**config.mk**
```make
export PLATFORM = sky130hd
export DESIGN_NAME = pong_score_keeper_flat
export DESIGN_NICKNAME = d
export VERILOG_FILES = /design/src/rtl/pong_pkg.sv /design/src/rtl/pong_score_keeper_if.sv /design/src/rtl/pong_edge_detect.sv /design/src/rtl/pong_score_keeper.sv /design/src/flat_wrapper.sv
export SDC_FILE = /design/constraint.sdc
export NUM_CORES = 1
export LEC_CHECK = 0
export CELL_PAD_IN_SITES_DETAIL_PLACEMENT = 1
export CELL_PAD_IN_SITES_GLOBAL_PLACEMENT = 2
export CORE_ASPECT_RATIO = 2
export CORE_UTILIZATION = 29
export DETAILED_ROUTE_END_ITERATION = 6
export PLACE_DENSITY_LB_ADDON = 0.1
export SKIP_LAST_GASP = 1
export SYNTH_ARGS = -nofsm -noshare
export SYNTH_HDL_FRONTEND = slang
export SYNTH_SLANG_ARGS = --single-unit
```
**constraint.sdc**
```tcl
create_clock -name clk_in -period 1.72 [get_ports clk_in]
set_input_delay 0.43 -clock clk_in [delete_from_list [all_inputs] [get_ports clk_in]]
set_output_delay 0.43 -clock clk_in [all_outputs]
set_load 0.05 [all_outputs]
```
**src/rtl/pong_pkg.sv**
```systemverilog
// pong_pkg: shared definitions for the pong score keeper.
//   - state_t     : controller states (IDLE/SERVE/PLAY/OVER)
//   - SCORE_W     : width of each player's score
//   - result field positions for the packed 32-bit result word
//   - sat_inc()   : saturating score increment
package pong_pkg;

  localparam int SCORE_W    = 15;

  localparam int SCORE1_MSB = 31;
  localparam int SCORE1_LSB = 17;
  localparam int DIRTY1     = 16;
  localparam int SCORE2_MSB = 15;
  localparam int SCORE2_LSB = 1;
  localparam int DIRTY2     = 0;

  typedef enum logic [1:0] {
    IDLE  = 2'd0,
    SERVE = 2'd1,
    PLAY  = 2'd2,
    OVER  = 2'd3
  } state_t;

  // Increment a score but never past cap (scores must never wrap).
  function automatic logic [SCORE_W-1:0] sat_inc(input logic [SCORE_W-1:0] v,
                                                 input logic [SCORE_W-1:0] cap);
    return (v >= cap) ? cap : v + 1'b1;
  endfunction

endpackage

```
**src/rtl/pong_score_keeper_if.sv**
```systemverilog
// pong_score_keeper_if: groups the host/ball-engine side signals of the score keeper.
//   Inputs to the keeper : clk_en (read strobe), enablePong, i_vs, goal_p1, goal_p2, clr_scores
//   Outputs of the keeper: result[31:0], serve_hold, match_over, winner, dbg_state
// Handshake: there is no valid/ready pair; clk_en is a one-cycle read strobe.
// The host samples result in the strobe cycle and the dirty bits drop the
// following cycle unless a new point or a clear lands in that same cycle.
// modport master: host/stimulus side.  modport slave: the score keeper.
interface pong_score_keeper_if;
  import pong_pkg::*;

  logic        clk_en;
  logic        enablePong;
  logic        i_vs;
  logic        goal_p1;
  logic        goal_p2;
  logic        clr_scores;
  logic [31:0] result;
  logic        serve_hold;
  logic        match_over;
  logic        winner;
  state_t      dbg_state;

  modport master (
    output clk_en, enablePong, i_vs, goal_p1, goal_p2, clr_scores,
    input  result, serve_hold, match_over, winner, dbg_state
  );

  modport slave (
    input  clk_en, enablePong, i_vs, goal_p1, goal_p2, clr_scores,
    output result, serve_hold, match_over, winner, dbg_state
  );

endinterface

```
**src/rtl/pong_edge_detect.sv**
```systemverilog
// pong_edge_detect: single-edge pulse detector against a registered copy of
// the input.
//   clk_in   in  clock
//   i_rst_n  in  async active-low reset (previous value resets to 0)
//   i_sig    in  level to watch
//   o_pulse  out 1-cycle pulse on rising edge (EDGE_FALL=0) or falling edge (EDGE_FALL=1)
// A previous value of 0 at reset means a high level at reset release is seen
// as a rising edge, never as a falling edge.
module pong_edge_detect #(
  parameter bit EDGE_FALL = 1'b0
) (
  input  logic clk_in,
  input  logic i_rst_n,
  input  logic i_sig,
  output logic o_pulse
);

  logic r_prev;

  always_ff @(posedge clk_in or negedge i_rst_n) begin
    if (!i_rst_n) r_prev <= 1'b0;
    else          r_prev <= i_sig;
  end

  assign o_pulse = EDGE_FALL ? (~i_sig & r_prev) : (i_sig & ~r_prev);

endmodule

```
**src/rtl/pong_score_keeper.sv**
```systemverilog
// pong_score_keeper: score/serve controller downstream of the ball engine.
// Counts goals per player, holds the ball for SERVE_FRAMES frames between
// points, decides the winner and packs scores plus dirty bits into result.
//   clk_in   in  clock, all logic on posedge
//   i_rst_n  in  async active-low reset
//   bus      slave modport of pong_score_keeper_if (see interface header)
// Parameters: MAX_SCORE (1..32767), SERVE_FRAMES (1..255).
// Build option: WIN_BY_TWO_EN -- when defined the scorer must reach
// MAX_SCORE and lead by two; scores then saturate at 32767.
module pong_score_keeper
  import pong_pkg::*;
#(
  parameter int MAX_SCORE    = 15,
  parameter int SERVE_FRAMES = 60
) (
  input logic             clk_in,
  input logic             i_rst_n,
  pong_score_keeper_if.slave bus
);

  localparam logic [SCORE_W-1:0] MAX_S      = SCORE_W'(MAX_SCORE);
  localparam logic [7:0]         LAST_FRAME = 8'(SERVE_FRAMES - 1);
`ifdef WIN_BY_TWO_EN
  localparam logic [SCORE_W-1:0] CAP        = {SCORE_W{1'b1}};
`else
  localparam logic [SCORE_W-1:0] CAP        = MAX_S;
`endif

  state_t             r_state;
  logic [7:0]         r_frame_cnt;
  logic [SCORE_W-1:0] r_score1;
  logic [SCORE_W-1:0] r_score2;
  logic               r_dirty1;
  logic               r_dirty2;
  logic               r_serve_hold;
  logic               r_match_over;
  logic               r_winner;

  logic               w_goal1;
  logic               w_goal2;
  logic               w_vs_fall;
  logic [SCORE_W-1:0] w_new1;
  logic [SCORE_W-1:0] w_new2;
  logic               w_win1;
  logic               w_win2;

  pong_edge_detect #(.EDGE_FALL(1'b0)) u_goal1 (
    .clk_in (clk_in), .i_rst_n(i_rst_n), .i_sig(bus.goal_p1), .o_pulse(w_goal1)
  );
  pong_edge_detect #(.EDGE_FALL(1'b0)) u_goal2 (
    .clk_in (clk_in), .i_rst_n(i_rst_n), .i_sig(bus.goal_p2), .o_pulse(w_goal2)
  );
  // VGA vsync is active low: the falling edge marks the start of a frame.
  pong_edge_detect #(.EDGE_FALL(1'b1)) u_vs (
    .clk_in (clk_in), .i_rst_n(i_rst_n), .i_sig(bus.i_vs), .o_pulse(w_vs_fall)
  );

  assign w_new1 = sat_inc(r_score1, CAP);
  assign w_new2 = sat_inc(r_score2, CAP);

`ifdef WIN_BY_TWO_EN
  // 16-bit compare so score+2 cannot overflow near 32767.
  assign w_win1 = (w_new1 >= MAX_S) && ({1'b0, w_new1} >= ({1'b0, r_score2} + 16'd2));
  assign w_win2 = (w_new2 >= MAX_S) && ({1'b0, w_new2} >= ({1'b0, r_score1} + 16'd2));
`else
  assign w_win1 = (w_new1 == MAX_S);
  assign w_win2 = (w_new2 == MAX_S);
`endif

  always_ff @(posedge clk_in or negedge i_rst_n) begin
    if (!i_rst_n) begin
      r_state      <= IDLE;
      r_frame_cnt  <= 8'd0;
      r_score1     <= '0;
      r_score2     <= '0;
      r_dirty1     <= 1'b0;
      r_dirty2     <= 1'b0;
      r_serve_hold <= 1'b1;
      r_match_over <= 1'b0;
      r_winner     <= 1'b0;
    end else begin
      // A host read clears the dirty bits; later assignments in this cycle
      // (a point or a clear) override, so a new event wins over the read.
      if (bus.clk_en) begin
        r_dirty1 <= 1'b0;
        r_dirty2 <= 1'b0;
      end

      if (bus.clr_scores) begin
        r_score1     <= '0;
        r_score2     <= '0;
        r_dirty1     <= 1'b1;
        r_dirty2     <= 1'b1;
        r_match_over <= 1'b0;
        r_winner     <= 1'b0;
        r_frame_cnt  <= 8'd0;
        r_serve_hold <= 1'b1;
        r_state      <= bus.enablePong ? SERVE : IDLE;
      end else if (!bus.enablePong) begin
        r_state      <= IDLE;
        r_serve_hold <= 1'b1;
        r_match_over <= 1'b0;
      end else begin
        case (r_state)
          IDLE: begin
            r_state      <= SERVE;
            r_frame_cnt  <= 8'd0;
            r_serve_hold <= 1'b1;
          end
          SERVE: begin
            if (w_vs_fall) begin
              if (r_frame_cnt == LAST_FRAME) begin
                r_state      <= PLAY;
                r_frame_cnt  <= 8'd0;
                r_serve_hold <= 1'b0;
              end else begin
                r_frame_cnt <= r_frame_cnt + 8'd1;
              end
            end
          end
          PLAY: begin
            if (w_goal1 && w_goal2) begin
              // Simultaneous goals are ambiguous: re-serve without a point.
              r_state      <= SERVE;
              r_frame_cnt  <= 8'd0;
              r_serve_hold <= 1'b1;
            end else if (w_goal1) begin
              r_score1     <= w_new1;
              r_dirty1     <= 1'b1;
              r_frame_cnt  <= 8'd0;
              r_serve_hold <= 1'b1;
              if (w_win1) begin
                r_state      <= OVER;
                r_match_over <= 1'b1;
                r_winner     <= 1'b0;
              end else begin
                r_state <= SERVE;
              end
            end else if (w_goal2) begin
              r_score2     <= w_new2;
              r_dirty2     <= 1'b1;
              r_frame_cnt  <= 8'd0;
              r_serve_hold <= 1'b1;
              if (w_win2) begin
                r_state      <= OVER;
                r_match_over <= 1'b1;
                r_winner     <= 1'b1;
              end else begin
                r_state <= SERVE;
              end
            end
          end
          OVER: begin
            r_serve_hold <= 1'b1;
          end
          default: begin
            r_state      <= IDLE;
            r_serve_hold <= 1'b1;
          end
        endcase
      end
    end
  end

  assign bus.result[SCORE1_MSB:SCORE1_LSB] = r_score1;
  assign bus.result[DIRTY1]                = r_dirty1;
  assign bus.result[SCORE2_MSB:SCORE2_LSB] = r_score2;
  assign bus.result[DIRTY2]                = r_dirty2;
  assign bus.serve_hold                    = r_serve_hold;
  assign bus.match_over                    = r_match_over;
  assign bus.winner                        = r_winner;
  assign bus.dbg_state                     = r_state;

endmodule
```
**src/flat_wrapper.sv**
```systemverilog
// flat-port wrapper written by rule: the top's interface ports become plain ports
module pong_score_keeper_flat import pong_pkg::*;
#(
  parameter int MAX_SCORE    = 15,
  parameter int SERVE_FRAMES = 60
)
  (clk_in, i_rst_n, bus_clk_en, bus_enablePong, bus_i_vs, bus_goal_p1, bus_goal_p2, bus_clr_scores, bus_result, bus_serve_hold, bus_match_over, bus_winner, bus_dbg_state);
  pong_score_keeper_if bus_i ();
  input logic clk_in;
  input logic i_rst_n;
  input wire logic [$bits(bus_i.clk_en)-1:0] bus_clk_en;
  input wire logic [$bits(bus_i.enablePong)-1:0] bus_enablePong;
  input wire logic [$bits(bus_i.i_vs)-1:0] bus_i_vs;
  input wire logic [$bits(bus_i.goal_p1)-1:0] bus_goal_p1;
  input wire logic [$bits(bus_i.goal_p2)-1:0] bus_goal_p2;
  input wire logic [$bits(bus_i.clr_scores)-1:0] bus_clr_scores;
  output wire logic [$bits(bus_i.result)-1:0] bus_result;
  output wire logic [$bits(bus_i.serve_hold)-1:0] bus_serve_hold;
  output wire logic [$bits(bus_i.match_over)-1:0] bus_match_over;
  output wire logic [$bits(bus_i.winner)-1:0] bus_winner;
  output wire logic [$bits(bus_i.dbg_state)-1:0] bus_dbg_state;
  assign bus_i.clk_en = bus_clk_en;
  assign bus_i.enablePong = bus_enablePong;
  assign bus_i.i_vs = bus_i_vs;
  assign bus_i.goal_p1 = bus_goal_p1;
  assign bus_i.goal_p2 = bus_goal_p2;
  assign bus_i.clr_scores = bus_clr_scores;
  assign bus_result = bus_i.result;
  assign bus_serve_hold = bus_i.serve_hold;
  assign bus_match_over = bus_i.match_over;
  assign bus_winner = bus_i.winner;
  assign bus_dbg_state = bus_i.dbg_state;
  pong_score_keeper #(.MAX_SCORE(MAX_SCORE), .SERVE_FRAMES(SERVE_FRAMES)) u_core (.clk_in(clk_in), .i_rst_n(i_rst_n), .bus(bus_i));
endmodule
```
# [Word level (Yosys, flattened, before mapping)]
# Cells that the tools add are included.
# Widths: inputs -> output; s select.
[classes] n_addsub=3 magnitude_cmp=2 n_eq_ne=20 muxes=67 bitwise=6 reduce_logical=17
[op_table] operator="$mux 15" n=13
[op_table] operator="$mux 8" n=7
[op_table] operator="$mux 1" n=35
[op_table] operator="$add 15x1->15 const B" n=2
[op_table] operator="$eq 15x4->1 const B" n=2
[op_table] operator="$ge 15x4->1 const B" n=2
[op_table] operator="$pmux 8 s3" n=1
[op_table] operator="$mux 2" n=9
[op_table] operator="$reduce_and 4->1" n=3
[op_table] operator="$reduce_and 5->1" n=2
[op_table] operator="$ne 3x3->1 const B" n=3
[op_table] operator="$add 8x1->8 const B" n=1
[op_table] operator="$eq 8x6->1 const B" n=1
[op_table] operator="$ne 4x1->1 const B" n=2
[op_table] operator="$ne 4x4->1 const B" n=2
[op_table] operator="$reduce_bool 2->1" n=4
[op_table] operator="$ne 6x3->1 const B" n=1
[op_table] operator="$pmux 2 s3" n=1
[op_table] operator="$reduce_and 6->1" n=1
[op_table] operator="$reduce_bool 3->1" n=2
[op_table] operator="$ne 5x1->1 const B" n=1
[op_table] operator="$ne 5x2->1 const B" n=1
[op_table] operator="$eq 2x2->1 const B" n=2
[op_table] operator="$ne 2x2->1 const B" n=2
[op_table] operator="11 further kinds" n=15
[word_totals] regBits=48 inputBits=8 out_inout_bits=37 wordCells=127

# [Logic depth before layout (Yosys ltp)]
[depth] word_depth=10 mapped_depth=8 mapped_depth_nobuf=7

# [By module]
# From an unflattened synthesis, not the netlist that was laid out.
[unflattened] cells_unflattened=219 hier_area_um2=2274.7
[by_module_without_submodules] module="pong_score_keeper" instances=1 cells_per_inst=213 area_each_um2=2158.3 seq_area_each_um2=1127.3
[by_module_without_submodules] module="pong_edge_detect" instances=3 cells_per_inst=2 area_each_um2=38.8 seq_area_each_um2=25.0

# [Least setup slack after synthesis]
# Ideal clock, no wire load.
[synth_timing] path_kind="reg-to-reg" startpoint="register u_core.r_state[1] (netlist: u_core.bus.dbg_state[1])" endpoint="register u_core.r_frame_cnt[3]" setup_ps=129 arrival_time_ps=2046 required_ps=1591 setup_slack_ps=-455 stages_incl_launch_ff=8 path_buffers=1 synth_period_minus_slack_ps=2175 path_cell_list="dfrtp_1 inv_1 ha_1 o31a_2 a31oi_4 or2_1 clkbuf_2 o21ai_0"
[synth_between] elab_chain_len=4 elab_cells_between_ends=10 cone_classes="4 x eq/ne; 3 x mux; 3 x reduce/logical"
[synth_lines] item="start, declared" line_no="pong_score_keeper.sv:29" source="state_t r_state;"
[synth_lines] item="start signal, assigned" line_no="pong_score_keeper.sv:98" source="r_state <= bus.enablePong ? SERVE : IDLE;"
[synth_lines] item="$eq 2x2->1 (tied with other cells)" line_no="pong_score_keeper.sv:104" source="case (r_state)"
[synth_lines] item="$pmux 8 s3" line_no="pong_score_keeper.sv:104"
[synth_lines] item="$mux 8" line_no="pong_score_keeper.sv:99" source="end else if (!bus.enablePong) begin"
[synth_lines] item="$mux 8" line_no="pong_score_keeper.sv:89" source="if (bus.clr_scores) begin"
[synth_lines] item="end signal, assigned" line_no="pong_score_keeper.sv:117" source="r_frame_cnt <= r_frame_cnt + 8'd1;"
[synth_lines] item="end, declared" line_no="pong_score_keeper.sv:30" source="logic [7:0] r_frame_cnt;"
# Several ways; a longest one is shown, not always the timed one. The select of a mux whose other input is x is not followed.
# A chain may end at the register's enable or synchronous reset.

# [Worst setup path after layout]
[layout_timing] startpoint="register u_core.r_score1[0]" endpoint="register u_core.r_state[1] (netlist: u_core.bus.dbg_state[1])"
[layout_between] elab_chain_len=9 elab_cells_between_ends=10 cone_classes="1 x add/sub; 1 x order compare; 1 x eq/ne; 7 x mux"
[layout_lines] item="start, declared" line_no="pong_score_keeper.sv:31" source="logic [SCORE_W-1:0] r_score1;"
[layout_lines] item="start signal, assigned" line_no="pong_score_keeper.sv:128" source="r_score1 <= w_new1;"
[layout_lines] item="$add 15x1->15 / $ge 15x4->1 (equally long branches)" line_no="pong_pkg.sv:27" source="return (v >= cap) ? cap : v + 1'b1;"
[layout_lines] item="$mux 15 (*)" line_no="pong_pkg.sv:27"
[layout_lines] item="$eq 15x4->1 (*)" line_no="pong_score_keeper.sv:66" source="assign w_win1 = (w_new1 == MAX_S);"
[layout_lines] item="$mux 2 (*)" line_no="pong_score_keeper.sv:132" source="if (w_win1) begin"
[layout_lines] item="$mux 2 (*)" line_no="pong_score_keeper.sv:127" source="end else if (w_goal1) begin"
[layout_lines] item="$mux 2 (*)" line_no="pong_score_keeper.sv:122" source="if (w_goal1 && w_goal2) begin"
[layout_lines] item="$pmux 2 s3 (*)" line_no="pong_score_keeper.sv:104"
[layout_lines] item="$mux 2 (*)" line_no="pong_score_keeper.sv:99"
[layout_lines] item="$mux 2 (*)" line_no="pong_score_keeper.sv:89"
# Mark *: on every way between the ends. The rest lies on a longest branch, timed or not.

==> impl_metrics.py <==
metrics = {
    "run_status": {
        "status": "complete, but fails checks",
        "violations": "negative setup slack",
    },
    "global_routing": {
        "grt_usage_pct": 17.29,
        "grt_max_degree": 34,
        "grt_pass1_wl_um": 10650,
        "grt_pass1_vias": 2269,
        "overflow": 0,
        "antenna_found_initial": 0,
    },
    "detailed_routing": {
        "dr.pass1.iters": 4,
        "met3WireLength_um": 220,
        "avgViaCountPerCell": 4.913,
        "vias": 2083,
        "wl_per_cell_um": 15.14,
        "highest_layer": "met4",
        "drt_iter0_drc": 51,
        "ant_nets": 0,
        "wl_met1_um": 2288,
        "routed_wl_um": 6421,
        "drc_errors": 0,
        "met2WireLength_um": 3764,
    },
    "placed_design": {
        "gp_congestion": 0.7716,
        "port_buffers": 44,
        "pre_cts_slack_ns": -0.4787,
        "dp_hpwl_um": 4669,
    },
    "critical_path": {
        "start_kind": "flip-flop",
        "end_kind": "flip-flop",
        "cp.required_ns": 1.90,
        "path_class": "reg -> reg",
        "critPathMaxFanout": 3,
        "cp.arrival_ns": 2.07,
    },
    "die": {
        "io_pins": 45,
        "rows": 45,
        "start_util_pct": 29.72,
        "die_h_um": 126.4,
        "die_area_sq_um": 8109,
        "core_area_sq_um": 7545,
        "die_w_um": 64.18,
    },
    "finish": {
        "layout-drive-gt1-share_pct": 53.64,
        "diodes": 0,
        "nNetsFinal": 344,
        "area_delta_synth_final_pct": 72.77,
    },
    "yosys": {
        "synthCells": 215,
        "synth_cell_types": 45,
        "synth_seq_cells": 48,
        "yosysWarnings": 0,
        "syn_area_sq_um": 2242,
        "synth_nets": 230,
        "ys_seq_area_share_pct": 53.63,
        "avgSynthCellArea_sq_um": 10.43,
    },
    "clock_tree": {
        "clkTransAtPathRegs_ns": 0.07,
        "cts_tree": "done",
        "worstSkewPairLatency_ns": 0.29,
        "clk_path_buf_depth": 2,
        "cts_root_buffer": "clkbuf_16",
        "cts.sinks": 48,
        "htreeDepth": 2,
        "cts_made_buffers": 5,
    },
    "sta": {
        "period_share_pct": 109.8,
        "maxSlewHeadroom_pct": 72.52,
        "fmax_ghz": 0.5295,
        "final.setup.worst_slack_ns": -0.1684,
        "rsz0062_at_grt": "yes",
        "finalSetupViolations": 7,
        "finalHoldViolCount": 0,
        "finalMaxSlewViolations": 0,
        "worst_pin_slew_ns": 0.4123,
        "whs_ns": 0.06285,
        "finClkSkew_ns": 0.008009,
        "timing.final.crit_period_ns": 1.888,
    },
    "power": {
        "worst_ir_drop_vdd_mv": 0.5667,
        "p_leak_nw": 1.821,
        "power_density_nw_per_um2": 613.5,
    },
    "hold_path": {
        "hold_class": "in -> async",
    },
    "flow_run": {
        "cap_violations": 0,
    },
}
-- through the flow --
step	util [%]	total power (W)	TNS, ns	std cells	instance area, sq um
after CTS	49.12	0.002408	-0.3811	418	3706
final	51.34	0.002377	-0.5757	424	3874
after global routing	51.34	0.002462	-1.252	424	3874
after global placement	45.41	0.001379	-10.68	404	3426
after detailed placement	45.41	0.001381	-12.77	404	3426
after floorplan	-	0.001272	-1.248	215	2351
-- report_power, final --
group | switching (W) | internal (W) | total, W
logic | 0.000127 | 0.000106 | 0.000232
registers | 0.00000958 | 0.00114 | 0.00115
clock network | 0.000418 | 0.000574 | 0.000992
total | 0.000555 | 0.00182 | 0.00238
-- area by class of cell --
type	count	area, sq um
fill	836	3671
clock buffer	6	138.9
inverter	4	15.01
tap	94	117.6
timing repair buffer	114	1114
clock inverter	2	10.01
sequential	48	1217
multi-input combinational	156	1261
-- cell usage after synthesis (all sizes together) --
master   instances  area (sq um)
a211oi           4         30.03
a21boi           1         7.510
a21oi            7         35.03
a311oi           1         8.760
a31oi            4         40.04
a32o             1         10.01
and2            21         131.4
and2b            1         8.760
and3            10         62.56
and4             1         8.760
buf              2         15.01
clkbuf           5         20.01
dfrtp           47          1176
dfstp            1         26.28
ha               7         87.58
inv              4         15.01
mux2i            1         10.01
nand2           12         45.04
nand2b           7         43.79
nand3            9         45.04
nand3b           1         11.26
nand4            3         18.77
nor2            19         78.82
nor2b            4         25.02
nor3             3         20.02
nor4             3         18.77
o21a             3         22.52
o21ai           18         90.09
o21bai           1         7.510
o2bb2ai          1         8.760
o31a             1         10.01
o31ai            3         22.52
o41ai            1         16.27
or2              1         6.260
or3              2         17.52
or3b             1         8.760
or4              2         15.01
xnor2            1         8.760
xor2             1         8.760
-- repair_timing --
item / 4_1_cts / 5_1_grt
resized for setup: 25 / 31
endpoints found under the hold margin: 0 / 0
hold buffers: 0 / 0
setup buffers: 6 / 9
pin swaps: 9 / 16
endpoints found under the setup margin: 14 / 36
-- critical path, cell delays in order, from the launching register on --
cell     delay [ns]
dfrtp_2        0.43
ha_4           0.17
and3_4         0.19
nor4_4         0.37
nand3_4        0.14
o21ai_4        0.18
o21ai_2        0.07
a32o_1         0.22
-- layout by cell type (no fill, tap or decap), types with 3 or more instances in the layout --
cell              n
and3_1            7
nand2b_1          5
o21ai_0           7
dfrtp_1          35
clkdlybuf4s50_1   4
nand3_1           7
dfrtp_2          12
nand2_1           8
o21ai_1           7
buf_4            83
a31oi_1           3
nor2_4            3
ha_4              4
nand2_2           3
nand4_1           3
and2_1           21
a211oi_2          3
buf_12           18
nor2_1           14
o21a_1            3
a21oi_1           5
clkbuf_16         5
and3_4            3
o21ai_2           3
buf_6             6
-- worst paths after layout --
path                                      endpoint  cells after the start                  start  slack [ns]
max                        u_core.bus.dbg_state[1]                      7     u_core.r_score1[0]       -0.17
min                          u_core.u_goal1.r_prev                      1                i_rst_n        0.06
max reg2reg                u_core.bus.dbg_state[1]                      7     u_core.r_score1[0]       -0.17
min reg2reg                  u_core.r_frame_cnt[0]                      1  u_core.r_frame_cnt[0]        0.51
max in group asynchronous       u_core.r_score1[6]                      2                i_rst_n        1.11
min in group clk_in          u_core.u_goal1.r_prev                      1            bus_goal_p1        0.39
-- sequential cells by signal (all words and copies together), names as in the netlist --
name                   cells
u_core.u_goal1.r_prev      1
u_core.bus.serve_hold      1
u_core.r_score1           15
u_core.r_score2           15
u_core.r_dirty2            1
u_core.u_goal2.r_prev      1
u_core.bus.dbg_state       2
u_core.r_dirty1            1
u_core.r_frame_cnt         8
u_core.u_vs.r_prev         1
u_core.bus.match_over      1
u_core.bus.winner          1
-- cell families after synthesis --
family,Yosys count,share of synthesized area [%]
simple gates,100,25.22
flops,48,53.63
compound gates,46,13.78
buf+inv,11,2.231
fa+ha+maj,7,3.906
xor+xnor,2,0.7814
mux,1,0.4464
-- routing by layer --
layer  vias up  global-route usage, %
met5         -                      0
met4         0                  7.451
met3        13                  3.867
met2        37                  33.67
met1      1049                  16.67
li1        984                      -
Note: power is estimated with default switching activity, not from simulation.
==> variant 1 (same settings) <==
Change the parameter `EDGE_FALL` from 1'b1 to 1'b0.
--- a/src/rtl/pong_score_keeper.sv
+++ b/src/rtl/pong_score_keeper.sv
@@ -53,3 +53,3 @@
   // VGA vsync is active low: the falling edge marks the start of a frame.
-  pong_edge_detect #(.EDGE_FALL(1'b1)) u_vs (
+  pong_edge_detect #(.EDGE_FALL(1'b0)) u_vs (
     .clk_in (clk_in), .i_rst_n(i_rst_n), .i_sig(bus.i_vs), .o_pulse(w_vs_fall)
Formal check against the unedited RTL: no difference found for any inputs over 10 cycles, from zero or initial values and one cycle with i_rst_n low; that may be too few to reach the edited logic, so the function may still have changed.
==> variant 1 against the unedited design <==
- the run still ends with negative setup slack left
- sequential cell count did not move
- setup slack improved by 0.068 ns
- synthesized area grew 1.3%
- wire length increased by 6.4%
- synthesized cell count up 4.2%
- via count grew 2.5%
- critical path type unchanged
- design area rose by 0.94%
- power grew 7.2%
- largest power group unchanged
==> variant 1: results (changes against the unedited design) <==
Outcome:
- The run finished, with violations left.
- The final reports fail on negative setup slack.

Final layout:
- The final antenna diode count is 0 (unchanged).
- The total of fill cells in the finished design is 843 (+0.84%).
- In the final layout, the registers with the most flip-flops are u_core.r_score1 x15, u_core.r_score2 x15, u_core.r_frame_cnt x8.
- The share of final-layout standard cells stronger than drive strength 1 is 50.9% (-2.7 points).
- The net total in the final layout is 352 (+2.3%).

Synth:
- Counting instances in the post-synthesis netlist gives the leading cell types as sky130_fd_sc_hd__dfrtp_1, sky130_fd_sc_hd__and2_1, sky130_fd_sc_hd__nor2_1, sky130_fd_sc_hd__nand3_1, sky130_fd_sc_hd__o21ai_0.
- The most used flip-flop cell after synthesis is sky130_fd_sc_hd__dfrtp_1.
- The number of library cell types mapped by synthesis is 45 (unchanged).
- The synthesized net count came to 239 (+3.9%).
- In the post-synthesis netlist, the biggest area contributors are sky130_fd_sc_hd__dfrtp_1, sky130_fd_sc_hd__and2_1, sky130_fd_sc_hd__ha_1.
- The proportion of synthesized flip-flops having asynchronous set or reset is 100% (unchanged).
- The number of warning messages in the yosys log came to 0 (unchanged).
- The part of the Yosys area used for sequential elements is 52.9% (-0.71 points).

Setup path:
- The launching element of the worst setup path is u_core.bus.dbg_state[1].
- The data arrival at the endpoint of the critical path came to 2.02 ns (-0.05 ns).
- The depth of the most critical reg-to-reg path came to 7 (unchanged).
- The slowest stage of the critical path belongs to the cell sky130_fd_sc_hd__dfrtp_2.
- The critical path ends at u_core.r_frame_cnt[4].
- The peak fanout along the critical path is 7 (+4).
- The delay of the slowest cell on the worst path is 0.42 ns.

Place:
- The weighted congestion reported at the end of routability-driven placement is 0.775 (+0.47%).
- The post-placement worst setup slack is -0.353 ns (+0.126 ns).
- The HPWL after detailed placement is 5310 um (+14%).
- The total placed instance area is 0.00348 mm^2 (+1.6%).
- The number of port buffers came to 44 (unchanged).

Global routing:
- The number of antenna violations at the first check in global routing came to 0 (unchanged).
- The global-route usage over all layers came to 18.7% (+1.4 points).
- The largest net degree at the start of global routing is 20 (-41%).
- The first-pass GRT wire length is 11,700 um (+9.5%).
- The number of global-route vias before repair came to 2,350 (+3.6%).

Drt:
- The total iterations of the first detailed-routing run is 4 (unchanged).
- The via count of the routed design was 2,136 (+2.5%).
- The post-detailed-routing wire length is 6830 um (+6.4%).
- The number of design-rule violations left by the first detailed-router iteration was 52 (+2.0%).

Pwr:
- The worst-case vdd ir drop was 0.000307 V (-46%).
- The leakage power is 1.81 nW (-0.73%).

CTS:
- The number of CTS-inserted buffers is 5 (unchanged).
- The insertion delay to the later sink of the worst-skew pair is 0.29 ns (about the same).
- The number of H-tree levels was 2 (unchanged).
- The clock edge transition at the registers on the reported setup and hold paths is 0.06 ns.
- The buffer depth of the longest clock path is 2 (unchanged).

Timing:
- The final worst clock skew is 0.00305 ns (-0.00496 ns).
- The transition time at the pin with the least slew margin is 0.508 ns (+0.0962 ns).
- The final setup violation count is 4 (-3).
- The post-layout worst setup margin came to -0.101 ns (+0.0676 ns).

Min path:
- The worst hold path class is input pin to async pin.
-- variant 1: cell types whose count changed after synthesis, moves of 3 or more --
cell                      before  now
sky130_fd_sc_hd__and3_1       10    1
sky130_fd_sc_hd__nor4_1        3    6
sky130_fd_sc_hd__a31oi_1       3    0
sky130_fd_sc_hd__nor3_1        2    8
sky130_fd_sc_hd__a21oi_1       7   11
sky130_fd_sc_hd__nand3_1       9   14
sky130_fd_sc_hd__inv_1         4    9
-- variant 1: critical path: cells and delay by family, from the launching register on --
kind                       cells  cell delay (ns)
AOI/OAI and AO/OA              4             0.90
DFF                            1             0.42
and+or+nand+nor                1             0.17
adders and majority gates      1             0.17
buffers and inverters          1             0.06
-- variant 1: area by class of cell --
class | count | area, um^2 | share of cell area (%)
well taps | 94 | 118 | 3.01
multi-input cells | 160 | 1260 | 32.2
clock inverters | 2 | 35.0 | 0.896
flip-flops and latches | 48 | 1220 | 31.1
repair buffers | 113 | 1110 | 28.5
clock buffers | 6 | 129 | 3.30
inverters | 9 | 38.8 | 0.992
-- variant 1: cell families (layout without fill, tap and decap cells) --
| family | Yosys count | after routing | synth area share [%] |
|---|---|---|---|
| multiplexers | 2 | 2 | 0.881 |
| XOR/XNOR | 3 | 3 | 1.16 |
| buffers and inverters | 16 | 130 | 2.97 |
| flip-flops | 48 | 48 | 52.9 |
| adder cells (fa/ha/maj) | 7 | 7 | 3.85 |
| AND/OR/NAND/NOR | 105 | 105 | 25.8 |
| AO/OA/AOI/OAI | 43 | 43 | 12.4 |
-- variant 1: per-stage QoR --
stage	hold slack [ns]	cells	TNS (ns)	util [%]
after floorplan	0.134	224	-0.576	-
after global placement	0.431	416	-7.76	45.8
after detailed placement	0.432	416	-9.01	45.8
after CTS	0.121	426	-0.309	49.1
after global routing	0.136	432	-1.18	51.4
final	0.104	432	-0.318	51.4
-- variant 1: metal layers --
metal / wire [um] / up-vias / GRT usage (%)
li1: - / 1026 / -
met1: 2440 / 1063 / 19.5
met2: 4120 / 41 / 36.1
met3: 164 / 6 / 2.59
met4: 110 / 0 / 7.06
met5: 0 / - / 0
-- variant 1: timing repair --
item / CTS / global route
endpoints found under the setup margin: 25 / 30
gates cloned: 0 / 0
setup buffers: 2 / 6
gates resized for setup: 15 / 31
pin swaps: 6 / 14
-- variant 1: power breakdown --
part | total (W) | leakage, nW | switching [W] | internal [W]
sequential | 0.00116 | 0.632 | 0.0000122 | 0.00114
combinational | 0.000287 | 1.10 | 0.000154 | 0.000133
clock | 0.00111 | 0.0808 | 0.000421 | 0.000684
total | 0.00255 | 1.81 | 0.000587 | 0.00196
==> variant 2 (same flow settings) <==
Made on the original files. Compare `r_frame_cnt` against `LAST_FRAME` with >= in place of ==.
--- a/src/rtl/pong_score_keeper.sv
+++ b/src/rtl/pong_score_keeper.sv
@@ -111,3 +111,3 @@
             if (w_vs_fall) begin
-              if (r_frame_cnt == LAST_FRAME) begin
+              if (r_frame_cnt >= LAST_FRAME) begin
                 r_state      <= PLAY;
Formal check against the unedited RTL: no difference found for any inputs over 10 cycles, from zero or initial values and one cycle with i_rst_n low; that may be too few to reach the edited logic, so the function may still have changed.
==> variant 2 against the unedited design <==
- first-iteration DRC count shrank 18%
- die area shrank 1.5%
- utilization is essentially flat
- count of clock-buffer cells in the layout increased by 1
- wire length up 0.44%
- setup slack better by 0.18 ns
- design area decreased by 2.9%
- final cell count is 5.2% lower
- synthesized area decreased by 1.5%
- combinational power up 53%
- power rose by 5.4%
- global-route usage up 0.14 points
- sequential cell count stayed put
==> variant 2: results (changes against the unedited design) <==
Setup path:
- The peak fanout along the critical path is 6 (+3).
- The cell type of the slowest stage on the worst timing path is sky130_fd_sc_hd__or4b_4.
- The delay of the slowest cell on the worst path came to 0.51 ns (+0.08 ns).
- The data arrival at the endpoint of the critical path came to 1.88 ns (-0.19 ns).

Place:
- The total placed instance area was 0.00340 mm^2 (-0.80%).
- The weighted congestion reported at the end of routability-driven placement is 0.739 (-4.2%).
- The HPWL after detailed placement is 4910 um (+5.2%).
- The number of port buffers is 44 (unchanged).
- The total placed cells including tap cells came to 387 (-4.2%).

Synth:
- The part of the Yosys area used for sequential elements is 54.4% (+0.82 points).
- Counting instances in the post-synthesis netlist gives the leading cell types as sky130_fd_sc_hd__dfrtp_1, sky130_fd_sc_hd__nor2_1, sky130_fd_sc_hd__and2_1, sky130_fd_sc_hd__o21ai_0, sky130_fd_sc_hd__and3_1.
- The most used flip-flop cell after synthesis is sky130_fd_sc_hd__dfrtp_1.
- The synthesized net count came to 220 (-4.3%).
- The average footprint of a synthesized cell is 10.8 um^2 (+3.3%).
- Yosys attributes the largest share of cell area to sky130_fd_sc_hd__dfrtp_1, sky130_fd_sc_hd__ha_1, sky130_fd_sc_hd__and2_1.
- The number of library cell types mapped by synthesis is 48 (+6.7%).

Pwr:
- The net switching component of the power was 0.000610 W (+10%).
- The leakage power is 1.80 nW (-1.4%).
- The worst-case vdd ir drop came to 0.000524 V (-7.5%).

Outcome:
- The flow ran to the end, and the final reports show no timing, DRC or antenna violations.

Drt:
- The detail-routed via count per cell is 4.84 (-1.5%).
- The wire length per cell after detailed routing was 16.0 um (+5.9%).
- The number of design-rule violations left by the first detailed-router iteration is 42 (-18%).
- The via count of the routed design is 1,945 (-6.6%).

Global routing:
- The largest net degree at the start of global routing is 38 (+12%).
- The first-pass GRT wire length was 10,700 um (+0.65%).
- The global-route usage over all layers is 17.4% (+0.14 points).
- The number of global-route vias before repair came to 2,216 (-2.3%).
- The number of antenna violations at the first check in global routing came to 0 (unchanged).

Final layout:
- The net total in the final layout came to 324 (-5.8%).
- The final antenna diode count is 0 (unchanged).
- The largest registers in the layout are u_core.r_score1 x15, u_core.r_score2 x15, u_core.r_frame_cnt x8.
- The share of final-layout standard cells stronger than drive strength 1 is 48.4% (-5.2 points).

CTS:
- The insertion delay to the later sink of the worst-skew pair is 0.29 ns (about the same).
- The number of CTS-inserted buffers is 5 (unchanged).
- After clock tree synthesis, the clock-pin slew on the worst setup and hold paths is 0.06 ns.
- CTS placed an instance of sky130_fd_sc_hd__clkbuf_16 at the clock tree root.

Timing:
- The final worst clock skew is 0.00437 ns (-0.00364 ns).
- The transition time at the pin with the least slew margin is 0.360 ns (-0.0520 ns).

Min path:
- The tightest min-delay check is of the input pin to async pin type.
-- variant 2: changes by cell type in the layout (fill, tap and decap cells not counted), moves of 5 or more --
cell                      unedited run  this run
sky130_fd_sc_hd__dfrtp_1            35        43
sky130_fd_sc_hd__and2_1             21        13
sky130_fd_sc_hd__and3_1              7        12
sky130_fd_sc_hd__dfrtp_2            12         4
sky130_fd_sc_hd__buf_12             18        26
sky130_fd_sc_hd__buf_4              83        70
sky130_fd_sc_hd__o21ai_1             7         1
-- variant 2: metrics by stage --
step | setup WS, ns | util (%)
6_report | 0.0112 | 51.3
5_1_grt | -0.0392 | 51.3
4_1_cts | -0.0110 | 49.6
3_5_place_dp | -0.386 | 46.4
3_3_place_gp | -0.326 | 46.4
2_1_floorplan | -0.0962 | -
-- variant 2: cells by family (layout without fill, tap and decap cells) --
family | Yosys count | after routing | share of synthesized area [%]
compound gates | 41 | 41 | 11.9
simple gates | 92 | 92 | 25.7
buf+inv | 16 | 121 | 3.63
fa+ha+maj | 7 | 7 | 3.97
flops | 48 | 48 | 54.4
xor+xnor | 1 | 1 | 0.397
-- variant 2: timing repair --
item                                   in CTS  in global routing
buffers inserted                            5                  2
pin swaps                                   5                 10
setup endpoints to repair                   6                 17
gates resized for setup                    13                 23
endpoints found under the hold margin       0                  0
hold buffers                                0                  0
-- variant 2: final cells by class --
class	count	area, um^2
repair buffers	106	1140
fillers	772	3560
inverters	7	28.8
flip-flops and latches	48	1210
multi-input cells	141	1110
clock buffers	7	143
well taps	92	115
clock inverters	1	7.51
-- variant 2: per-layer routing --
metal  wire length [um]  GRT usage, %  vias to the layer above
met5                  0             0                        -
met4                 92          5.21                        0
met3                153          2.65                        6
met2               3850          35.4                       29
met1               2350          17.1                      969
li1                   -             -                      941
-- variant 2: path summary, 6_finish.rpt --
path	slack, ns	from	to
setup reg to reg	0.01	u_core.bus.dbg_state[0]	u_core.bus.dbg_state[0]
setup / recovery	0.01	u_core.bus.dbg_state[0]	u_core.bus.dbg_state[0]
hold reg to reg	0.50	u_core.r_frame_cnt[6]	u_core.r_frame_cnt[6]
hold / removal	0.03	i_rst_n	u_core.r_frame_cnt[2]
min in group clk_in	0.28	bus_i_vs	u_core.u_vs.r_prev
max in group asynchronous	1.17	i_rst_n	u_core.r_score1[0]
-- variant 2: power groups by stage --
stage	sequential, W	combinational, W	clock, W
floorplan	0.00121	0.000132	0
global route	0.00117	0.000383	0.00104
CTS	0.00117	0.000334	0.00102
finish	0.00117	0.000355	0.000985
detailed placement	0.00119	0.000320	0
global placement	0.00119	0.000316	0
